--- src/rtl/sensor_pulse_gen_if.sv ---
// Bundle of control, configuration and status signals for sensor_pulse_gen.
// Handshake: start is a one-cycle request, honoured only while the generator
// is idle; stop is a level that asks the running train to end after the
// pulse in flight. busy/done/pulses_sent report progress. dbg_state exposes
// the FSM encoding (0=IDLE, 1=HIGH, 2=LOW, 3=FIN).
interface sensor_pulse_gen_if #(
  parameter int CNT_W = 16,
  parameter int NUM_W = 8
);
  logic             start;
  logic             stop;
  logic [CNT_W-1:0] high_cycles;
  logic [CNT_W-1:0] low_cycles;
  logic [NUM_W-1:0] pulse_count;
  logic             sensor_out;
  logic             busy;
  logic             done;
  logic [NUM_W-1:0] pulses_sent;
  logic [1:0]       dbg_state;

  modport master (
    output start, stop, high_cycles, low_cycles, pulse_count,
    input  sensor_out, busy, done, pulses_sent, dbg_state
  );

  modport slave (
    input  start, stop, high_cycles, low_cycles, pulse_count,
    output sensor_out, busy, done, pulses_sent, dbg_state
  );
endinterface

--- src/rtl/sensor_pulse_gen.sv ---
// Programmable pulse-train transmitter: N pulses of hi high cycles and lo
// low cycles (N=0 runs until stop). All outputs come straight from flops.
module sensor_pulse_gen #(
  parameter int CNT_W = 16,
  parameter int NUM_W = 8
) (
  input  logic                clk,
  input  logic                rst,
  sensor_pulse_gen_if.slave   bus
);

  typedef enum logic [1:0] {
    S_IDLE = 2'd0,
    S_HIGH = 2'd1,
    S_LOW  = 2'd2,
    S_FIN  = 2'd3
  } state_t;

  state_t           r_state;
  logic [CNT_W-1:0] r_hi;
  logic [CNT_W-1:0] r_lo;
  logic [NUM_W-1:0] r_n;
  logic [CNT_W-1:0] r_cnt;
  logic [NUM_W-1:0] r_pulses;
  logic             r_stop_pending;
  logic             r_out;
  logic             r_busy;
  logic             r_done;

  logic [CNT_W-1:0] w_hi_in;
  logic [CNT_W-1:0] w_lo_in;
  logic             w_last_pulse;

  // Zero-length phases are promoted to one cycle so the counter never underflows.
  assign w_hi_in = (bus.high_cycles == '0) ? CNT_W'(1) : bus.high_cycles;
  assign w_lo_in = (bus.low_cycles  == '0) ? CNT_W'(1) : bus.low_cycles;

  // The run ends after this pulse if a stop was seen or the fixed count is reached.
  assign w_last_pulse = r_stop_pending || bus.stop ||
                        ((r_n != '0) && (r_pulses == r_n));

  // Single FSM: phase sequencing, counters and registered outputs.
  always_ff @(posedge clk) begin
    if (rst) begin
      r_state        <= S_IDLE;
      r_hi           <= CNT_W'(1);
      r_lo           <= CNT_W'(1);
      r_n            <= '0;
      r_cnt          <= '0;
      r_pulses       <= '0;
      r_stop_pending <= 1'b0;
      r_out          <= 1'b0;
      r_busy         <= 1'b0;
      r_done         <= 1'b0;
    end else begin
      case (r_state)
        S_IDLE: begin
          r_done         <= 1'b0;
          r_stop_pending <= 1'b0;
          if (bus.start) begin
            r_hi     <= w_hi_in;
            r_lo     <= w_lo_in;
            r_n      <= bus.pulse_count;
            r_pulses <= '0;
            r_cnt    <= w_hi_in - CNT_W'(1);
            r_out    <= 1'b1;
            r_busy   <= 1'b1;
            r_state  <= S_HIGH;
          end
        end
        S_HIGH: begin
          if (bus.stop) r_stop_pending <= 1'b1;
          if (r_cnt == '0) begin
            r_pulses <= r_pulses + NUM_W'(1);
            r_cnt    <= r_lo - CNT_W'(1);
            r_out    <= 1'b0;
            r_state  <= S_LOW;
          end else begin
            r_cnt <= r_cnt - CNT_W'(1);
          end
        end
        S_LOW: begin
          if (bus.stop) r_stop_pending <= 1'b1;
          if (r_cnt == '0) begin
            if (w_last_pulse) begin
              r_busy  <= 1'b0;
              r_done  <= 1'b1;
              r_state <= S_FIN;
            end else begin
              r_cnt   <= r_hi - CNT_W'(1);
              r_out   <= 1'b1;
              r_state <= S_HIGH;
            end
          end else begin
            r_cnt <= r_cnt - CNT_W'(1);
          end
        end
        S_FIN: begin
          r_done         <= 1'b0;
          r_stop_pending <= 1'b0;
          r_state        <= S_IDLE;
        end
        default: begin
          r_state <= S_IDLE;
        end
      endcase
    end
  end

  assign bus.sensor_out  = r_out;
  assign bus.busy        = r_busy;
  assign bus.done        = r_done;
  assign bus.pulses_sent = r_pulses;
  assign bus.dbg_state   = r_state;

endmodule

--- src/flat_wrapper.sv ---
// flat-port wrapper written by rule: the top's interface ports become plain ports
module sensor_pulse_gen_flat 
#(
  parameter int CNT_W = 16,
  parameter int NUM_W = 8
)
  (clk, rst, bus_start, bus_stop, bus_high_cycles, bus_low_cycles, bus_pulse_count, bus_sensor_out, bus_busy, bus_done, bus_pulses_sent, bus_dbg_state);
  sensor_pulse_gen_if #(.CNT_W(CNT_W), .NUM_W(NUM_W)) bus_i ();
  input  logic clk;
  input  logic rst;
  input wire logic [$bits(bus_i.start)-1:0] bus_start;
  input wire logic [$bits(bus_i.stop)-1:0] bus_stop;
  input wire logic [$bits(bus_i.high_cycles)-1:0] bus_high_cycles;
  input wire logic [$bits(bus_i.low_cycles)-1:0] bus_low_cycles;
  input wire logic [$bits(bus_i.pulse_count)-1:0] bus_pulse_count;
  output wire logic [$bits(bus_i.sensor_out)-1:0] bus_sensor_out;
  output wire logic [$bits(bus_i.busy)-1:0] bus_busy;
  output wire logic [$bits(bus_i.done)-1:0] bus_done;
  output wire logic [$bits(bus_i.pulses_sent)-1:0] bus_pulses_sent;
  output wire logic [$bits(bus_i.dbg_state)-1:0] bus_dbg_state;
  assign bus_i.start = bus_start;
  assign bus_i.stop = bus_stop;
  assign bus_i.high_cycles = bus_high_cycles;
  assign bus_i.low_cycles = bus_low_cycles;
  assign bus_i.pulse_count = bus_pulse_count;
  assign bus_sensor_out = bus_i.sensor_out;
  assign bus_busy = bus_i.busy;
  assign bus_done = bus_i.done;
  assign bus_pulses_sent = bus_i.pulses_sent;
  assign bus_dbg_state = bus_i.dbg_state;
  sensor_pulse_gen #(.CNT_W(CNT_W), .NUM_W(NUM_W)) u_core (.clk(clk), .rst(rst), .bus(bus_i));
endmodule
--- config.mk ---
export PLATFORM = sky130hd
export DESIGN_NAME = sensor_pulse_gen_flat
export DESIGN_NICKNAME = d
export VERILOG_FILES = /design/src/rtl/sensor_pulse_gen_if.sv /design/src/rtl/sensor_pulse_gen.sv /design/src/flat_wrapper.sv
export SDC_FILE = /design/constraint.sdc
export NUM_CORES = 1
export LEC_CHECK = 0
export CAP_MARGIN = 40
export CORE_ASPECT_RATIO = 2
export CORE_MARGIN = 2
export CORE_UTILIZATION = 35
export CTS_CLUSTER_DIAMETER = 40
export DETAILED_ROUTE_END_ITERATION = 8
export SYNTH_ARGS = -nofsm -noshare
export SYNTH_HDL_FRONTEND = slang
export SYNTH_SLANG_ARGS = --single-unit
--- constraint.sdc ---
create_clock -name clk -period 4.2 [get_ports clk]
set_input_delay 0.42 -clock clk [delete_from_list [all_inputs] [get_ports clk]]
set_output_delay 0.42 -clock clk [all_outputs]
set_load 0.03 [all_outputs]
* Yosys cells after proc, flatten, opt, wreduce, memory -nomap -nowiden
Cells that the tools add are included.
Widths: inputs -> output; s select.
** Operators by class
- Eq/ne operators :: 11
- Multiplexer cells :: 28
- Reduce and logical (&&, ||, !) cells :: 21
- $add $sub $neg :: 5
** Operators with widths (number)
- $mux 16 :: 6
- $sub 16x1->16 const B :: 4
- $logic_not 16->1 :: 3
- $pmux 16 s3 :: 1
- $mux 8 :: 2
- $pmux 8 s2 :: 1
- $reduce_and 3->1 :: 4
- $mux 1 :: 9
- $add 8x1->8 const B :: 1
- $eq 8x8->1 :: 1
- $mux 2 :: 4
- $ne 2x1->1 const B :: 4
- $pmux 2 s4 :: 1
- $reduce_bool 8->1 :: 1
- $pmux 1 s2 :: 3
- $reduce_bool 2->1 :: 3
- $reduce_and 5->1 :: 1
- $eq 2x2->1 const B :: 2
- $ne 2x2->1 const B :: 2
- $reduce_and 4->1 :: 1
- $reduce_or 2->1 :: 2
- $ne 3x3->1 const B :: 1
- $pmux 1 s3 :: 1
- $reduce_bool 3->1 :: 1
- 5 further kinds :: 6
** Word-level totals
- Word-level logic and storage cells :: 75
- Input bits :: 44
- Register bits :: 70
- Output and inout bits :: 13

* Longest topological paths before layout
Gate-level depths: netlist of run 1.
- Depth after elaboration :: 6
- Mapped depth :: 9
- Mapped depth without buffers :: 9

* Worst setup path after synthesis of run 1
No wires, ideal clock.
- Path type :: input -> register
- Start point :: input bus_high_cycles[7]
- End point :: register u_core.r_cnt[14]
- Path buffers :: 0
- Cell stages on the path :: 9
- Library setup time :: 74 ps
- Data required time :: 4126 ps
- Arrival time :: 2582 ps
- Path slack :: 1544 ps
- Cells stage by stage :: or4_4 -> nor4_2 -> a31oi_1 -> ha_1 -> nand2_1 -> nor4_4 -> xnor2_1 -> or3_1 -> a31oi_1
** On the way
- Longest elaborated chain between the ends :: 5
** RTL lines
- from (decl) :: line flat_wrapper.sv:13 : input wire logic [$bits(bus_i.high_cycles)-1:0] bus_high_cycles;
- $logic_not 16->1 :: line sensor_pulse_gen.sv:35 : assign w_hi_in = (bus.high_cycles == '0) ? CNT_W'(1) : bus.high_cycles;
- $mux 16 * :: line sensor_pulse_gen.sv:35
- $sub 16x1->16 * :: line sensor_pulse_gen.sv:65 : r_cnt <= w_hi_in - CNT_W'(1);
- $mux 16 * :: line sensor_pulse_gen.sv:60 : if (bus.start) begin
- $pmux 16 s3 * :: line sensor_pulse_gen.sv:56 : case (r_state)
- to (signal assigned) :: line sensor_pulse_gen.sv:65
- to (signal assigned) :: line sensor_pulse_gen.sv:75 : r_cnt <= r_lo - CNT_W'(1);
- to (signal assigned) :: line sensor_pulse_gen.sv:79 : r_cnt <= r_cnt - CNT_W'(1);
- to (decl) :: line sensor_pulse_gen.sv:23 : logic [CNT_W-1:0] r_cnt;
Every way passes the cells marked *; elsewhere a longest branch is shown, timed or not. The select of a mux whose other input is x is not followed.
A chain may end at the register's enable or synchronous reset.

* Worst setup path after layout of run 1
Ends and elaborated chain as after synthesis.

==> impl_metrics.csv, run 1 <==
group,metric,value,unit
placement,gp_congestion,0.937,
logic_synthesis,synth.area.top_cells,"dfxtp_1 (31%), nand2_1 (9.1%), a21oi_1 (6.2%)",
timing,fmax,330,MHz
worst_hold_path,hold_start,"u_core.r_lo[15]$_SDFFE_PP0P_",
logic_synthesis,ys_ff_latch,70,
critical_path,crit_type,"input port to flop",
logic_synthesis,synth_enable_flop_cells,0,
logic_synthesis,synth_fp_nets,663,
logic_synthesis,avgSynthCellArea,7.48,sq um
critical_path,start_kind,"input port",
cts,htreeDepth,3,
critical_path,r2r_start,"u_core.r_cnt[0]$_SDFFE_PP0P_",
power_and_ir_drop,ir_drop,0.000504,V
timing,setup_violations,0,
logic_synthesis,synth_common_cells,"nand2_1 (110), dfxtp_1 (70), a21oi_1 (56)",
floorplanning,fp-row-count,59,
run,cap_viol_max_count,0,
logic_synthesis,ys_types,66,
power_and_ir_drop,power_leakage,2.01,nW
cts,cts_buffer_depth,2,
cts,insertion_delay,0.33,ns
cts,hold_buffers,0,
route,routed-via-count,4628,
power_and_ir_drop,totalPowerFinal,3.73,mW
cts,post_cts_buffers,0,
route,drt_wl_total,14000,microns
route,drc_errors,0,
power_and_ir_drop,p_per_area,669,nW/um^2
cts,ctsResizeCount,0,
cts,root_buffer,"clkbuf_16",
route,detail_route.vias_per_cell,5.73,
route,wire_per_inst,17.3,microns
critical_path,reg2reg_to,"u_core.r_cnt[5]$_SDFFE_PP0P_",
logic_synthesis,synthArstFlopShare,0,%
cts,clkSinkCount,70,
cts,clk_pin_slew,0.06,ns
critical_path,rrSetupSlack,1.28,ns
global_route,antenna_found_initial,0,
placement,numPortBuffers,56,
critical_path,rr_worst_depth,8,
floorplanning,die_area,14000,sq um
timing,relSlewSlack,40.3,%
floorplanning,die_h,165,microns
critical_path,worstPathArrival,3.28,ns
worst_hold_path,holdPathEnd,"u_core.r_lo[15]$_SDFFE_PP0P_",
logic_synthesis,synthFlopType,"dfxtp_1",
cts,cts_tree,"yes",
run_status,outcome,"complete, no violations",
floorplanning,ioPinCount,57,
finish,fillers,1395,
route,ant_nets,0,
global_route,grt_first_pass_wirelength,22300,microns
cts,cts_buffers,9,
logic_synthesis,syn_inst,609,
finish,final_util,43.4,%
logic_synthesis,yosysSeqAreaShare,30.8,%
route,drtIter0Drc,318,
global_route,grt_pass1_vias,4259,
finish,nets,705,
timing,skew,0.00619,ns
timing,finalHoldViolations,0,
logic_synthesis,synth_top_area_share,30.8,%
floorplanning,core,12800,sq um
logic_synthesis,yosysMostFrequentCell,"nand2_1",
timing,finalCriticalPeriod,3.03,ns
timing,worstMarginPinSlew,0.888,ns
route,drt-pass1-iter-count,5,
logic_synthesis,yosysTopAreaCell,"dfxtp_1",
finish,antennaDiodeCount,0,
global_route,grt_start_max_net_pins,58,
finish,area_growth,22.4,%
worst_hold_path,hold_depth,2,
timing,finalCritPeriodShare,72.1,%
floorplanning,initial_utilization,35.4,%
floorplanning,die_w,84.7,microns
critical_path,worstPathRequired,4.46,ns
global_route,grt_use_total,19.8,%
placement,hpwl,10300,microns
worst_hold_path,hold_path_class,"flop to flop",
finish,layout-drive-gt1-share,7.77,%
global_route,overflow,0,
logic_synthesis,synth_area,4550,sq um
critical_path,endpoint_kind,"flop",
timing,rsz0062_at_grt,"false",
timing,finalMaxSlewViolations,0,
logic_synthesis,yosys_warnings,0,
critical_path,cp_max_fo,6,
timing,setup-tns-final,0,ns
## layer usage
layer	vias up	global-route usage [%]	share of wire [%]
met5	-	0	0
met4	0	7.50	2.3
met3	24	2.58	3.6
met2	127	33.7	50
met1	2180	25.4	44
li1	2297	-	-
## report_power, final
group | switching [mW] | total (mW) | internal [mW]
clock network | 0.317 | 0.735 | 0.418
logic | 1.19 | 1.96 | 0.770
registers | 0.219 | 1.04 | 0.818
## critical path, cell delays in order
cell and delay [ns]:
clkdlybuf4s50_1 0.51, or4_4 0.60, nor4_2 0.23, buf_4 0.19
a31oi_1 0.15, ha_1 0.30, nand2_1 0.22, nor4_4 0.06
xnor2_1 0.13, or3_1 0.30, a31oi_1 0.18
## worst max path at each step
stage / startpoint / end / slack [ns]
2_1_floorplan: bus_high_cycles[7] / u_core.r_cnt[14]$_SDFFE_PP0P_ / 1.54
3_3_place_gp: bus_high_cycles[7] / u_core.r_cnt[14]$_SDFFE_PP0P_ / 0.94
3_5_place_dp: bus_high_cycles[7] / u_core.r_cnt[14]$_SDFFE_PP0P_ / 0.83
4_1_cts: bus_high_cycles[7] / u_core.r_cnt[14]$_SDFFE_PP0P_ / 1.15
5_1_grt: bus_high_cycles[7] / u_core.r_cnt[14]$_SDFFE_PP0P_ / 1.02
6_report: bus_high_cycles[7] / u_core.r_cnt[14]$_SDFFE_PP0P_ / 1.17
## stage by stage
stage               hold slack, ns  cell area, sq um  worst slack (ns)  instances
global route                 0.495              5570              1.02        808
detailed placement           0.468              5290             0.832        792
global placement             0.465              5220             0.936        789
floorplan                    0.444              4550              1.54        609
CTS                          0.479              5570              1.15        808
finish                       0.478              5570              1.17        808
## cell type report
type / count / area, sq um / area share (%)
sequential: 70 / 1400 / 25.1
inverter: 16 / 60.1 / 1.08
clock buffer: 10 / 239 / 4.29
timing repair buffer: 67 / 686 / 12.3
multi-input combinational: 487 / 2950 / 53.0
clock inverter: 6 / 45.0 / 0.808
tap: 152 / 190 / 3.41
## placed cells by master, fill, tap and decap left out, drive strengths merged, types with 3 or more instances in the layout
| master | count |
|---|---|
| and3 | 6 |
| mux2i | 4 |
| clkbuf | 10 |
| or4 | 11 |
| nand2b | 3 |
| nand3b | 3 |
| a31oi | 14 |
| nand4 | 13 |
| or3 | 6 |
| a31o | 4 |
| xor2 | 25 |
| o31ai | 3 |
| a211o | 3 |
| o21ai | 29 |
| o31a | 3 |
| nor3 | 20 |
| nor2b | 3 |
| o21a | 3 |
| or4b | 3 |
| ha | 10 |
| nand2 | 110 |
| a311oi | 4 |
| nor2 | 40 |
| xnor2 | 25 |
| dfxtp | 70 |
| nor4 | 23 |
| nand3 | 14 |
| or2 | 5 |
| clkinvlp | 3 |
| clkdlybuf4s50 | 55 |
| o22ai | 3 |
| inv | 17 |
| o211ai | 7 |
| a211oi | 4 |
| buf | 12 |
| a221oi | 4 |
| a21oi | 56 |
## kinds of logic (layout without fill, tap and decap cells)
kind of cell	count (synthesis)	count (layout)	synth area share (%)
DFF	70	70	30.8
xor gates and xnor gates	50	50	9.62
adders and majority gates	10	10	2.75
muxes	5	5	1.13
AOI/OAI and AO/OA	155	155	21.6
buffers and inverters	52	99	4.37
and+or+nand+nor	267	267	29.7
## flip-flops by register name, indices dropped and copies added (netlist names)
signal and count:
u_core.bus.done 1, u_core.bus.sensor_out 1, u_core.r_cnt 16, u_core.bus.pulses_sent 8, u_core.r_stop_pending 1, u_core.bus.busy 1, u_core.r_n 8, u_core.r_lo 16
u_core.bus.dbg_state 2, u_core.r_hi 16
No activity file was read; power rests on OpenSTA's default activity.
==> run 2, diff against run 1 <==
- clock period: 4.2 -> 2.46 ns (I/O delays scaled with it)
==> impl_metrics.csv, run 2 (synthesis gave the netlist of run 1 again) <==
group,metric,value,unit
finish,fillers,1364,
finish,layout-drive-gt1-share,14.7,%
cts,clk_pin_slew,0.06,ns
critical_path,critPathBufInv,2,
global_route,grt_use_total,20.0,%
cts,cts_tree,"yes",
timing,finalCriticalPeriod,2.39,ns
floorplanning,die_w,84.7,microns
timing,rsz0062_at_grt,"true",
cts,cts_buffer_depth,2,
timing,relSlewSlack,67.2,%
timing,finalHoldViolations,0,
floorplanning,initial_utilization,35.4,%
global_route,grt_first_pass_wirelength,22200,microns
placement,numPortBuffers,56,
cts,insertion_delay,0.34,ns
floorplanning,core,12800,sq um
route,routed-via-count,4844,
critical_path,worstPathArrival,2.60,ns
route,drt-pass1-iter-count,5,
finish,mostFrequentLayoutCell,"nand2_1",
cts,htreeDepth,3,
finish,nets,755,
run,cap_viol_max_count,0,
critical_path,worstPathRequired,2.68,ns
timing,final.setup.worst_slack,0.0749,ns
cts,cts_buffers,9,
power_and_ir_drop,p_per_area,1120,nW/um^2
route,drc_errors,0,
floorplanning,die_area,14000,sq um
timing,worstMarginPinSlew,0.479,ns
power_and_ir_drop,ir_drop,0.000593,V
cts,post_cts_buffers,0,
critical_path,max_stage_delay,0.55,ns
route,ant_nets,0,
run_status,outcome,"complete, no violations",
cts,root_buffer,"clkbuf_16",
finish,final_cell_mix,"nand2_1 (109), dfxtp_1 (70), buf_4 (59), a21oi_1 (56), clkdlybuf4s50_1 (54)",
finish,reg_top3,"u_core.r_cnt: 16 flops, u_core.r_hi: 16 flops, u_core.r_lo: 16 flops",
floorplanning,die_h,165,microns
cts,clkSinkCount,70,
critical_path,start_kind,"input port",
critical_path,crit_type,"input port to flop",
worst_hold_path,hold_path_class,"input port to flop",
finish,antennaDiodeCount,0,
critical_path,cp_common_cell,"a31oi_1",
timing,skew,0.0113,ns
placement,hpwl,10800,microns
floorplanning,fp-row-count,59,
timing,finalCritPeriodShare,97.0,%
timing,finalMaxSlewViolations,0,
critical_path,cpMaxStageDelayCell,"or4_4",
power_and_ir_drop,totalPowerFinal,6.69,mW
placement,dp_slack,-0.358,ns
route,wire_per_inst,16.6,microns
finish,area_growth,31.4,%
timing,setup_violations,0,
route,drt_wl_total,14200,microns
critical_path,endpoint_kind,"flop",
critical_path,crit_chain,"clkdlybuf4s50_1, or4_4, buf_4, or3_4, or4_1, and3_1, a31oi_1, a31oi_1",
timing,fmax,419,MHz
global_route,grt_start_max_net_pins,43,
global_route,grt_pass1_vias,4443,
global_route,antenna_found_initial,0,
global_route,overflow,0,
route,detail_route.vias_per_cell,5.65,
floorplanning,ioPinCount,57,
cts,hold_buffers,0,
critical_path,cpLargestDelayFamily,"simple AND/OR/NAND/NOR gates",
critical_path,cp_max_fo,3,
power_and_ir_drop,power_leakage,2.29,nW
route,drtIter0Drc,269,
placement,gp_congestion,0.935,
==> run 2: cell count changes in the layout (fill, tap and decap cells not counted), moves of 2 or more <==
cell,previous run,this run
clkinvlp_4,3,1
buf_12,0,2
buf_4,8,59
bufinv_16,0,2
buf_16,2,0
==> run 2: area by class of cell <==
cell class / instances / area [sq um] / area share [%]
clock buffers: 9 / 225 / 3.76
well taps: 152 / 190 / 3.18
inverters: 16 / 60.1 / 1.00
multi-input cells: 487 / 2970 / 49.7
clock inverters: 7 / 95.1 / 1.59
repair buffers: 117 / 1040 / 17.4
flip-flops and latches: 70 / 1400 / 23.4
==> run 2: path summary, 6_finish.rpt <==
kind | start | end | slack [ns] | depth (start not counted)
hold / removal | bus_high_cycles[8] | u_core.r_hi[8]$_SDFFE_PP0P_ | 0.37 | 4
hold reg to reg | u_core.r_lo[15]$_SDFFE_PP0P_ | u_core.r_lo[15]$_SDFFE_PP0P_ | 0.47 | 2
setup reg to reg | u_core.r_cnt[0]$_SDFFE_PP0P_ | u_core.r_cnt[15]$_SDFFE_PP0P_ | 0.09 | 9
setup / recovery | bus_high_cycles[9] | u_core.r_cnt[15]$_SDFFE_PP0P_ | 0.07 | 8
==> run 2: report_power, final <==
group,leakage (nW),switching [mW],internal (mW)
logic,1.56,2.10,1.47
clock network,0.156,0.520,0.891
registers,0.575,0.314,1.40
total,2.29,2.94,3.76
==> run 2: metrics by stage <==
stage / TNS (ns) / utilization, % / std cells / hold slack [ns] / cell area (sq um)
final: 0 / 46.6 / 858 / 0.367 / 5980
after global routing: -0.0587 / 46.6 / 858 / 0.385 / 5980
after CTS: 0 / 46.5 / 858 / 0.373 / 5970
after detailed placement: -2.52 / 44.0 / 842 / 0.467 / 5650
after global placement: -2.12 / 44.0 / 842 / 0.463 / 5650
after floorplan: 0 / - / 609 / 0.382 / 4560
==> run 2: worst min-delay path, stage by stage <==
cell and delay (ns):
dlymetal6s2s_1 0.14, buf_4 0.16, nand2_1 0.05, a21oi_1 0.05
==> run 2: timing repair <==
action	CTS	global route
pin swaps	0	2
endpoints found under the setup margin	1	6
cloned	0	0
resized for setup	1	4
endpoints found under the hold margin	0	0
==> run 2: routing by layer <==
metal | share of wire, % | wire length (microns) | track usage [%]
met3 | 4.4 | 624 | 2.98
met4 | 4.4 | 623 | 10.5
met5 | 0 | 0 | 0
met2 | 48 | 6900 | 33.6
met1 | 43 | 6090 | 24.5
==> run 3, diff against run 2 <==
- CORE_ASPECT_RATIO: 2 -> 1.75
- CORE_MARGIN: 2 -> 3
==> impl_metrics.csv, run 3 (synthesis gave the netlist of run 1 again) <==
group,metric,value,unit
timing,setup_violations,0,
finish,mostFrequentLayoutCell,"nand2_1",
power_and_ir_drop,totalPowerFinal,7.04,mW
timing,finalCriticalPeriod,2.42,ns
finish,reg_top3,"u_core.r_cnt: 16 flops, u_core.r_hi: 16 flops, u_core.r_lo: 16 flops",
power_and_ir_drop,ir_drop,0.000611,V
cts,insertion_delay,0.34,ns
global_route,use_met1,21.7,%
run_status,outcome,"complete, no violations",
critical_path,cpLargestDelayFamily,"simple AND/OR/NAND/NOR gates",
finish,layout-drive-gt1-share,17.3,%
cts,root_buffer,"clkbuf_16",
timing,setup-tns-final,0,ns
critical_path,endpoint_kind,"flop",
floorplanning,die_h,157,microns
finish,fin_cells,892,
placement,dp_cells,876,
route,drt-pass1-iter-count,4,
cts,post_cts_buffers,0,
floorplanning,initial_utilization,36.2,%
placement,placed_cell_area,5810,sq um
global_route,grt_pass1_vias,4908,
timing,finalMaxSlewViolations,0,
cts,clk_pin_slew,0.06,ns
finish,final_cell_mix,"nand2_1 (109), buf_4 (77), dfxtp_1 (70), a21oi_1 (56), clkdlybuf4s50_1 (55)",
timing,worstMarginPinSlew,0.654,ns
timing,rsz0062_at_grt,"true",
finish,final_util,49.0,%
global_route,grt-busiest-layer,"met2",
critical_path,start_kind,"flop",
route,detail_route.vias_per_cell,5.55,
worst_hold_path,hold_path_class,"input port to flop",
floorplanning,fp-row-count,54,
route,drt_wl_total,16200,microns
critical_path,crit_chain,"inv_1, ha_1, or4b_2, nor4_2, xor2_1, o21ai_0, a211o_1, a31oi_1",
critical_path,cp_max_fo,3,
power_and_ir_drop,p_per_area,1140,nW/um^2
route,drtIter0Drc,317,
critical_path,worstPathArrival,2.69,ns
placement,gp_congestion,0.908,
timing,relSlewSlack,56.4,%
critical_path,max_stage_delay,0.63,ns
global_route,grt_start_max_net_pins,58,
run,cap_viol_max_count,0,
finish,area_growth,35.3,%
floorplanning,die_area,14500,sq um
finish,nets,773,
placement,numPortBuffers,56,
timing,fmax,413,MHz
global_route,grt_use_total,22.5,%
global_route,grt_first_pass_wirelength,25300,microns
timing,finalCritPeriodShare,98.3,%
route,ant_nets,0,
placement,hpwl,12800,microns
timing,finalHoldViolations,0,
critical_path,crit_type,"flop to flop",
critical_path,cpMaxStageDelayCell,"or4b_2",
cts,cts_buffers,9,
timing,final.setup.worst_slack,0.0415,ns
power_and_ir_drop,power_leakage,2.38,nW
floorplanning,ioPinCount,57,
cts,cts_tree,"yes",
floorplanning,die_w,92.2,microns
global_route,antenna_found_initial,1,
critical_path,worstPathRequired,2.73,ns
placement,dp_slack,-0.287,ns
floorplanning,core,12600,sq um
route,wire_per_inst,18.1,microns
global_route,overflow,0,
route,drc_errors,0,
global_route,use_met3,3.56,%
critical_path,critPathBufInv,1,
timing,skew,0.00676,ns
global_route,globalRouteMet2Util,43.0,%
finish,fin_area,6160,sq um
route,routed-via-count,4948,
cts,cts_buffer_depth,2,
finish,antennaDiodeCount,0,
cts,clkSinkCount,70,
cts,htreeDepth,3,
timing,hold-worst-slack,0.382,ns
[run 3: worst paths after layout]
check,cells after the start,slack (ns),from,to
setup / recovery,8,0.04,u_core.r_lo[1]$_SDFFE_PP0P_,u_core.r_cnt[14]$_SDFFE_PP0P_
hold / removal,3,0.38,rst,u_core.r_lo[0]$_SDFFE_PP1P_
setup reg to reg,8,0.04,u_core.r_lo[1]$_SDFFE_PP0P_,u_core.r_cnt[14]$_SDFFE_PP0P_
hold reg to reg,2,0.48,u_core.r_lo[15]$_SDFFE_PP0P_,u_core.r_lo[15]$_SDFFE_PP0P_
[run 3: final cells by class]
class | count | area, sq um
Clock buffer | 9 | 225
Clock inverter | 7 | 104
Fill cell | 1294 | 6400
Inverter | 16 | 60.1
Multi-Input combinational cell | 487 | 2990
Sequential cell | 70 | 1400
Tap cell | 168 | 210
Timing Repair Buffer | 135 | 1170
[run 3: power by group]
group	switching, mW	internal, mW	leakage, nW
Combinational	2.29	1.62	1.65
Clock	0.540	0.902	0.161
Sequential	0.292	1.40	0.575
Total	3.12	3.92	2.38
[run 3: worst min-delay path, cell delays in order]
cell and delay (ns):
buf_2 0.08, inv_1 0.19, o211ai_1 0.16
[run 3: per-layer routing]
metal  part of all wire (%)  vias to the layer above  wire [microns]
li1                       -                     2442               -
met3                    3.3                       55             527
met2                     54                      113            8780
met4                    5.8                        2             944
met1                     37                     2336            5900
met5                  0.074                        -              12
[run 3: repair_timing]
action	CTS	global route
hold buffers	0	0
pin swaps	0	2
gates resized for setup	1	5
endpoints found under the setup margin	5	11
